### config.mk
export PLATFORM = sky130hd
export DESIGN_NAME = axis_bram_reader
export DESIGN_NICKNAME = d
export VERILOG_FILES = /design/src/rtl/axis_bram_reader.sv
export SDC_FILE = /design/constraint.sdc
export NUM_CORES = 1
export LEC_CHECK = 0
export BUFFER_PORTS_ARGS = -buffer_cell sky130_fd_sc_hd__buf_2
export CORE_UTILIZATION = 30
export CTS_BUF_LIST = sky130_fd_sc_hd__clkbuf_4
export DETAILED_ROUTE_END_ITERATION = 7
export HOLD_SLACK_MARGIN = 0.02
export PLACE_DENSITY = 0.5
export SLEW_MARGIN = 20
export SYNTH_ARGS = -nofsm -noshare
export SYNTH_HDL_FRONTEND = slang
export SYNTH_SLANG_ARGS = --single-unit
export TNS_END_PERCENT = 5
### constraint.sdc
create_clock -name aclk -period 2.34 [get_ports aclk]
set_input_delay 0.234 -clock aclk [delete_from_list [all_inputs] [get_ports aclk]]
set_output_delay 0.234 -clock aclk [all_outputs]
set_load 0.05 [all_outputs]
### src/rtl/axis_bram_reader.sv
// axis_bram_reader: circular BRAM port-A reader feeding an AXI4-Stream master through a 2-entry skid FIFO
// Optional macro AXIS_BRAM_READER_TLAST_EN adds m_axis_tlast, asserted on the word read from the wrap address.
// Ports:
//   aclk, aresetn         clock, synchronous active-low reset
//   cfg_data              last address of the circular region (inclusive)
//   sts_data              next address to be issued to the BRAM
//   m_axis_*              stream master (tdata, tvalid, tready, optional tlast)
//   a_bram_*              BRAM port A (clk, rst, en, addr, rdata with 1-cycle latency)
module axis_bram_reader #(
  parameter int AXIS_TDATA_WIDTH = 32,
  parameter int BRAM_DATA_WIDTH  = 32,
  parameter int BRAM_ADDR_WIDTH  = 10
) (
  input  logic                        aclk,
  input  logic                        aresetn,
  input  logic [BRAM_ADDR_WIDTH-1:0]  cfg_data,
  output logic [BRAM_ADDR_WIDTH-1:0]  sts_data,
  output logic [AXIS_TDATA_WIDTH-1:0] m_axis_tdata,
  output logic                        m_axis_tvalid,
`ifdef AXIS_BRAM_READER_TLAST_EN
  output logic                        m_axis_tlast,
`endif
  input  logic                        m_axis_tready,
  output logic                        a_bram_clk,
  output logic                        a_bram_rst,
  output logic                        a_bram_en,
  output logic [BRAM_ADDR_WIDTH-1:0]  a_bram_addr,
  input  logic [BRAM_DATA_WIDTH-1:0]  a_bram_rdata
);
`ifdef AXIS_BRAM_READER_TLAST_EN
  localparam int EW = BRAM_DATA_WIDTH + 1;
`else
  localparam int EW = BRAM_DATA_WIDTH;
`endif
  logic [BRAM_ADDR_WIDTH-1:0] r_addr;
  logic                       r_inflight;
  logic [1:0]                 r_cnt;
  logic [EW-1:0]              r_d0, r_d1;
  logic                       w_pop, w_issue, w_wrap;
  logic [1:0]                 w_base;
  logic [EW-1:0]              w_in;
  assign w_pop    = (r_cnt != 2'd0) & m_axis_tready;
  // occupancy left after this cycle's pop; the capture slot and the issue budget both derive from it
  assign w_base   = r_cnt - {1'b0, w_pop};
  assign w_issue  = aresetn & ((w_base + {1'b0, r_inflight}) < 2'd2);
  // exact equality, so a bound lowered below the counter lets it run up and wrap modulo 2^W first
  assign w_wrap   = r_addr == cfg_data;
  assign a_bram_clk    = aclk;
  assign a_bram_rst    = ~aresetn;
  assign a_bram_en     = w_issue;
  assign a_bram_addr   = r_addr;
  assign sts_data      = r_addr;
  assign m_axis_tvalid = r_cnt != 2'd0;
  assign m_axis_tdata  = r_d0[BRAM_DATA_WIDTH-1:0];
`ifdef AXIS_BRAM_READER_TLAST_EN
  logic r_if_last;
  assign w_in         = {r_if_last, a_bram_rdata};
  assign m_axis_tlast = m_axis_tvalid & r_d0[EW-1];
  always_ff @(posedge aclk)
    if (w_issue) r_if_last <= w_wrap;
`else
  assign w_in = a_bram_rdata;
`endif
  always_ff @(posedge aclk) begin
    if (!aresetn) begin
      r_addr     <= '0;
      r_inflight <= 1'b0;
      r_cnt      <= 2'd0;
    end else begin
      r_inflight <= w_issue;
      if (w_issue) r_addr <= w_wrap ? '0 : r_addr + 1'b1;
      r_cnt      <= w_base + {1'b0, r_inflight};
    end
  end
  // payload needs no reset: tvalid and tlast are qualified by the occupancy count
  always_ff @(posedge aclk) begin
    r_d0 <= (r_inflight && w_base == 2'd0) ? w_in : w_pop ? r_d1 : r_d0;
    r_d1 <= (r_inflight && w_base != 2'd0) ? w_in : r_d1;
  end
endmodule

==> qor.csv <==
stage,metric,value,unit
critical_path,CP Buf/Inv Count,2,
critical_path,Setup crit end kind,output port,
yosys,Yosys warning count,0,
yosys,"area leader, netlist",edfxtp_1,
critical_path,"Req. time, crit path",2.11,ns
sta,Final Slew Violations,0,
sta,Tcrit/Tclk final,107.6,%
critical_path,slowest CP cell,dfxtp_2,
critical_path,Worst R2R Start,r_cnt[0]$_SDFF_PN0_,
placement,number of I/O port buffers,100,
route,DR DRC count,0,
route,Post-Route M1 WL,3177,um
finish,# diodes,0,
hold_path,Worst Hold Class,in -> reg,
critical_path,Worst EP arrival,2.28,ns
finish,layout cells sized above 1,51.42,%
hold_path,WHS Path Cells,2,
route,Routed wire per std cell,13.98,um
critical_path,RR Endpoint,a_bram_addr[7]$_SDFFE_PN0P_,
yosys,Avg Synthesized Cell Area,15.53,um^2
sta,worst-margin pin slew,0.4047,ns
route,Initial DRC Count,59,
critical_path,critical-path cell list,"or2_4, and2_4, ha_4, inv_2, ha_4, xnor2_4, xnor2_2, nor2_4, buf_8",
sta,Setup Skew,0.01659,ns
yosys,Syn Nets,253,
route,max layer used,met4,
grt,initial antenna violation count,0,
route,Initial DRT Pass Iterations,6,
floorplanning,Die X,105.0,um
sta,Final Hold Vio Count,0,
sta,Hold WS,0.1015,ns
power_and_ir_drop,maximum vdd drop,0.5267,mV
finish,Layout area overhead,40.08,%
critical_path,Worst setup SP type,flop,
grt,GRT overflow,0,
run_status,failing checks,negative setup slack,
yosys,mapped cell area,3184,um^2
grt,largest net degree at the start of global routing,34,
yosys,"Async S/R FF share, synth",0,%
yosys,sequential-to-total area share from yosys stat,68.53,%
run_status,status,"finished, violations left",
placement,RD Place Congestion,0.7348,
route,Total Wirelength,6820,um
sta,Final setup viols,1,
yosys,share of Yosys cell area claimed by the top area cell type,60.35,%
power_and_ir_drop,clock network fraction of total power,17.4,%
power_and_ir_drop,NetSw,0.002767,W
route,vias per cell,4.500,
finish,post-layout util,43.21,%
grt,GRT Total Usage,13.30,%
yosys,Netlist cell types,35,
grt,vias in the first global route,2160,
hold_path,end of the worst hold path,r_cnt[1]$_SDFF_PN0_,
route,post-route ant nets,0,
sta,Max Freq,397.1,MHz
grt,first-pass GRT wire length,10910,um
cts,clk_lat worst skew,0.52,ns
hold_path,min-delay src,aresetn,
power_and_ir_drop,Power per Cell Area,1435,nW/um^2
yosys,largest cells by area after synthesis,"edfxtp_1 (60%), mux2_2 (11%), dfxtp_1 (8.2%)",
floorplanning,die area,11030,um^2
floorplanning,initial core utilization,30.84,%
power_and_ir_drop,sw frac,43.22,%
power_and_ir_drop,LEAKAGE,1.820,nW
floorplanning,Die Ht,105.0,um
route,metal3 WL,326,um
floorplanning,Boundary Pins,101,
cts,clk slew on worst S/H paths,0.14,ns
route,vias,2196,
critical_path,most frequent cell on the critical path,ha_4,
sta,Setup WS post-layout,-0.1785,ns
critical_path,worst reg-to-reg setup slack,0.04,ns
critical_path,Slowest Stage Delay on Critical Path,0.34,ns
yosys,Post-synth top flop,edfxtp_1,
sta,RSZ-0062 raised after global routing,yes,
job,maxcap violations,0,
critical_path,critical path class,reg -> out,
floorplanning,Site Rows,37,
yosys,cells after synthesis,205,
critical_path,"CP delay by family, top",simple AND/OR/NAND/NOR gates,
cts,CTS tree,done,
critical_path,Worst R2R Path Depth,10,
sta,post-route minimum period,2.518,ns
power_and_ir_drop,sequential power share,36.3,%
finish,nets,395,
route,met2 routed WL,3170,um
floorplanning,CORE AREA,10320,um^2
power_and_ir_drop,Comb power frac,46.3,%
yosys,"EDFF count, synth",64,
power_and_ir_drop,total power,0.006401,W
sta,relative slew slack,72.96,%
critical_path,crit path max fanout,2,
power_and_ir_drop,Internal Pwr Total,0.003635,W
yosys,Yosys reg bits,77,
placement,dpl hpwl,4454,um
## per-layer routing
metal / global-route usage, % / vias up
met5: 0 / -
met4: 8.551 / 0
met3: 3.306 / 9
met2: 20.72 / 80
met1: 16.43 / 1053
li1: - / 1054
## worst register-to-register path, stage by stage, from the launching register on
cell and delay [ns]:
dfxtp_2 0.34, or2_4 0.24, and2_4 0.15, ha_4 0.26, inv_2 0.04, ha_4 0.17, xnor2_4 0.13, xnor2_2 0.16
buf_4 0.15, or4b_1 0.46, a31oi_1 0.14
## worst max path at each step
stage	end	slack, ns	depth (start not counted)	start
floorplan	a_bram_addr[8]$_SDFFE_PN0P_	-0.04	10	r_cnt[1]$_SDFF_PN0_
global placement	a_bram_addr[4]$_SDFFE_PN0P_	0.12	10	r_cnt[1]$_SDFF_PN0_
detailed placement	a_bram_addr[4]$_SDFFE_PN0P_	0.05	10	r_cnt[1]$_SDFF_PN0_
CTS	a_bram_en	-0.24	9	r_cnt[0]$_SDFF_PN0_
global route	a_bram_en	-0.32	9	r_cnt[0]$_SDFF_PN0_
finish	a_bram_en	-0.18	9	r_cnt[0]$_SDFF_PN0_
## cell type report
cell class                      count  area [um^2]
Clock buffer                       13        95.09
Clock inverter                      7        106.4
Fill cell                         997         5863
Inverter                            6        22.52
Multi-Input combinational cell    104        923.4
Sequential cell                    77         2185
Tap cell                          136        170.2
Timing Repair Buffer              145        958.4
## logic make-up after synthesis
group	share of synthesized area (%)
mux	11.63
xor+xnor	3.772
compound gates	3.379
flops	68.53
buf+inv	4.558
fa+ha+maj	1.179
simple gates	6.955
## cells in the final DEF, fill, tap and decap left out, drive strengths merged
master | Yosys | routed
buf | 17 | 113
edfxtp | 64 | 64
dlygate4sd3 | 0 | 33
mux2 | 32 | 32
dfxtp | 13 | 13
clkbuf | 1 | 12
nand2 | 11 | 11
inv | 6 | 9
xor2 | 8 | 8
nor2 | 7 | 7
nand3 | 6 | 6
nand4 | 5 | 5
a22oi | 4 | 4
xnor2 | 4 | 4
o31ai | 3 | 3
and2 | 3 | 3
ha | 3 | 3
nor4 | 2 | 2
a31oi | 2 | 2
a21oi | 2 | 2
clkinv | 0 | 2
bufinv | 0 | 2
o311ai | 2 | 2
and3 | 2 | 2
or2 | 1 | 1
nand3b | 1 | 1
o21a | 1 | 1
nand2b | 1 | 1
or4b | 1 | 1
nand4b | 1 | 1
o211ai | 1 | 1
mux2i | 1 | 1
## state kept, by name (all words and copies together), names as in the netlist
| signal | count |
|---|---|
| m_axis_tdata | 32 |
| r_inflight | 1 |
| r_cnt | 2 |
| a_bram_addr | 10 |
| r_d1 | 32 |
## stage by stage
step	area, um^2	instances	worst slack [ns]	setup TNS, ns
after global placement	3874	433	0.1242	0
final	4461	488	-0.1785	-0.1785
after detailed placement	3874	433	0.04923	0
after CTS	4443	488	-0.2436	-0.2436
after global routing	4461	488	-0.3180	-0.3767
after floorplan	3226	205	-0.03991	-0.1405
## synthesized netlist by cell type, types with 2 or more instances
cell type and count:
mux2_2 32, o311ai_1 2, a31oi_1 2, dfxtp_1 13
buf_2 5, xnor2_2 2, nor2_1 6, and2_1 3
xnor2_1 2, a22oi_1 4, xor2_1 8, ha_1 3
nor4_1 2, edfxtp_1 64, buf_4 11, o31ai_1 3
nand4_1 4, inv_1 6, a21oi_1 2, nand2_1 11
nand3_1 6
## repair_timing
| action | in CTS | in global routing |
|---|---|---|
| hold endpoints to repair | 64 | 0 |
| pin swaps | 5 | 1 |
| endpoints found under the setup margin | 2 | 8 |
| resized for setup | 5 | 4 |
| buffers inserted | 3 | 0 |
| hold buffers | 33 | 0 |
## power by group through the flow
stage | Sequential, W | Combinational (W) | Clock [W]
2_1_floorplan | 0.00349 | 0.00102 | 0.0000921
3_3_place_gp | 0.00236 | 0.00285 | 0.0000815
3_5_place_dp | 0.00238 | 0.00286 | 0.0000815
4_1_cts | 0.00234 | 0.00300 | 0.00116
5_1_grt | 0.00238 | 0.00315 | 0.00121
6_report | 0.00233 | 0.00296 | 0.00111
No activity file was read; power rests on OpenSTA's default activity.
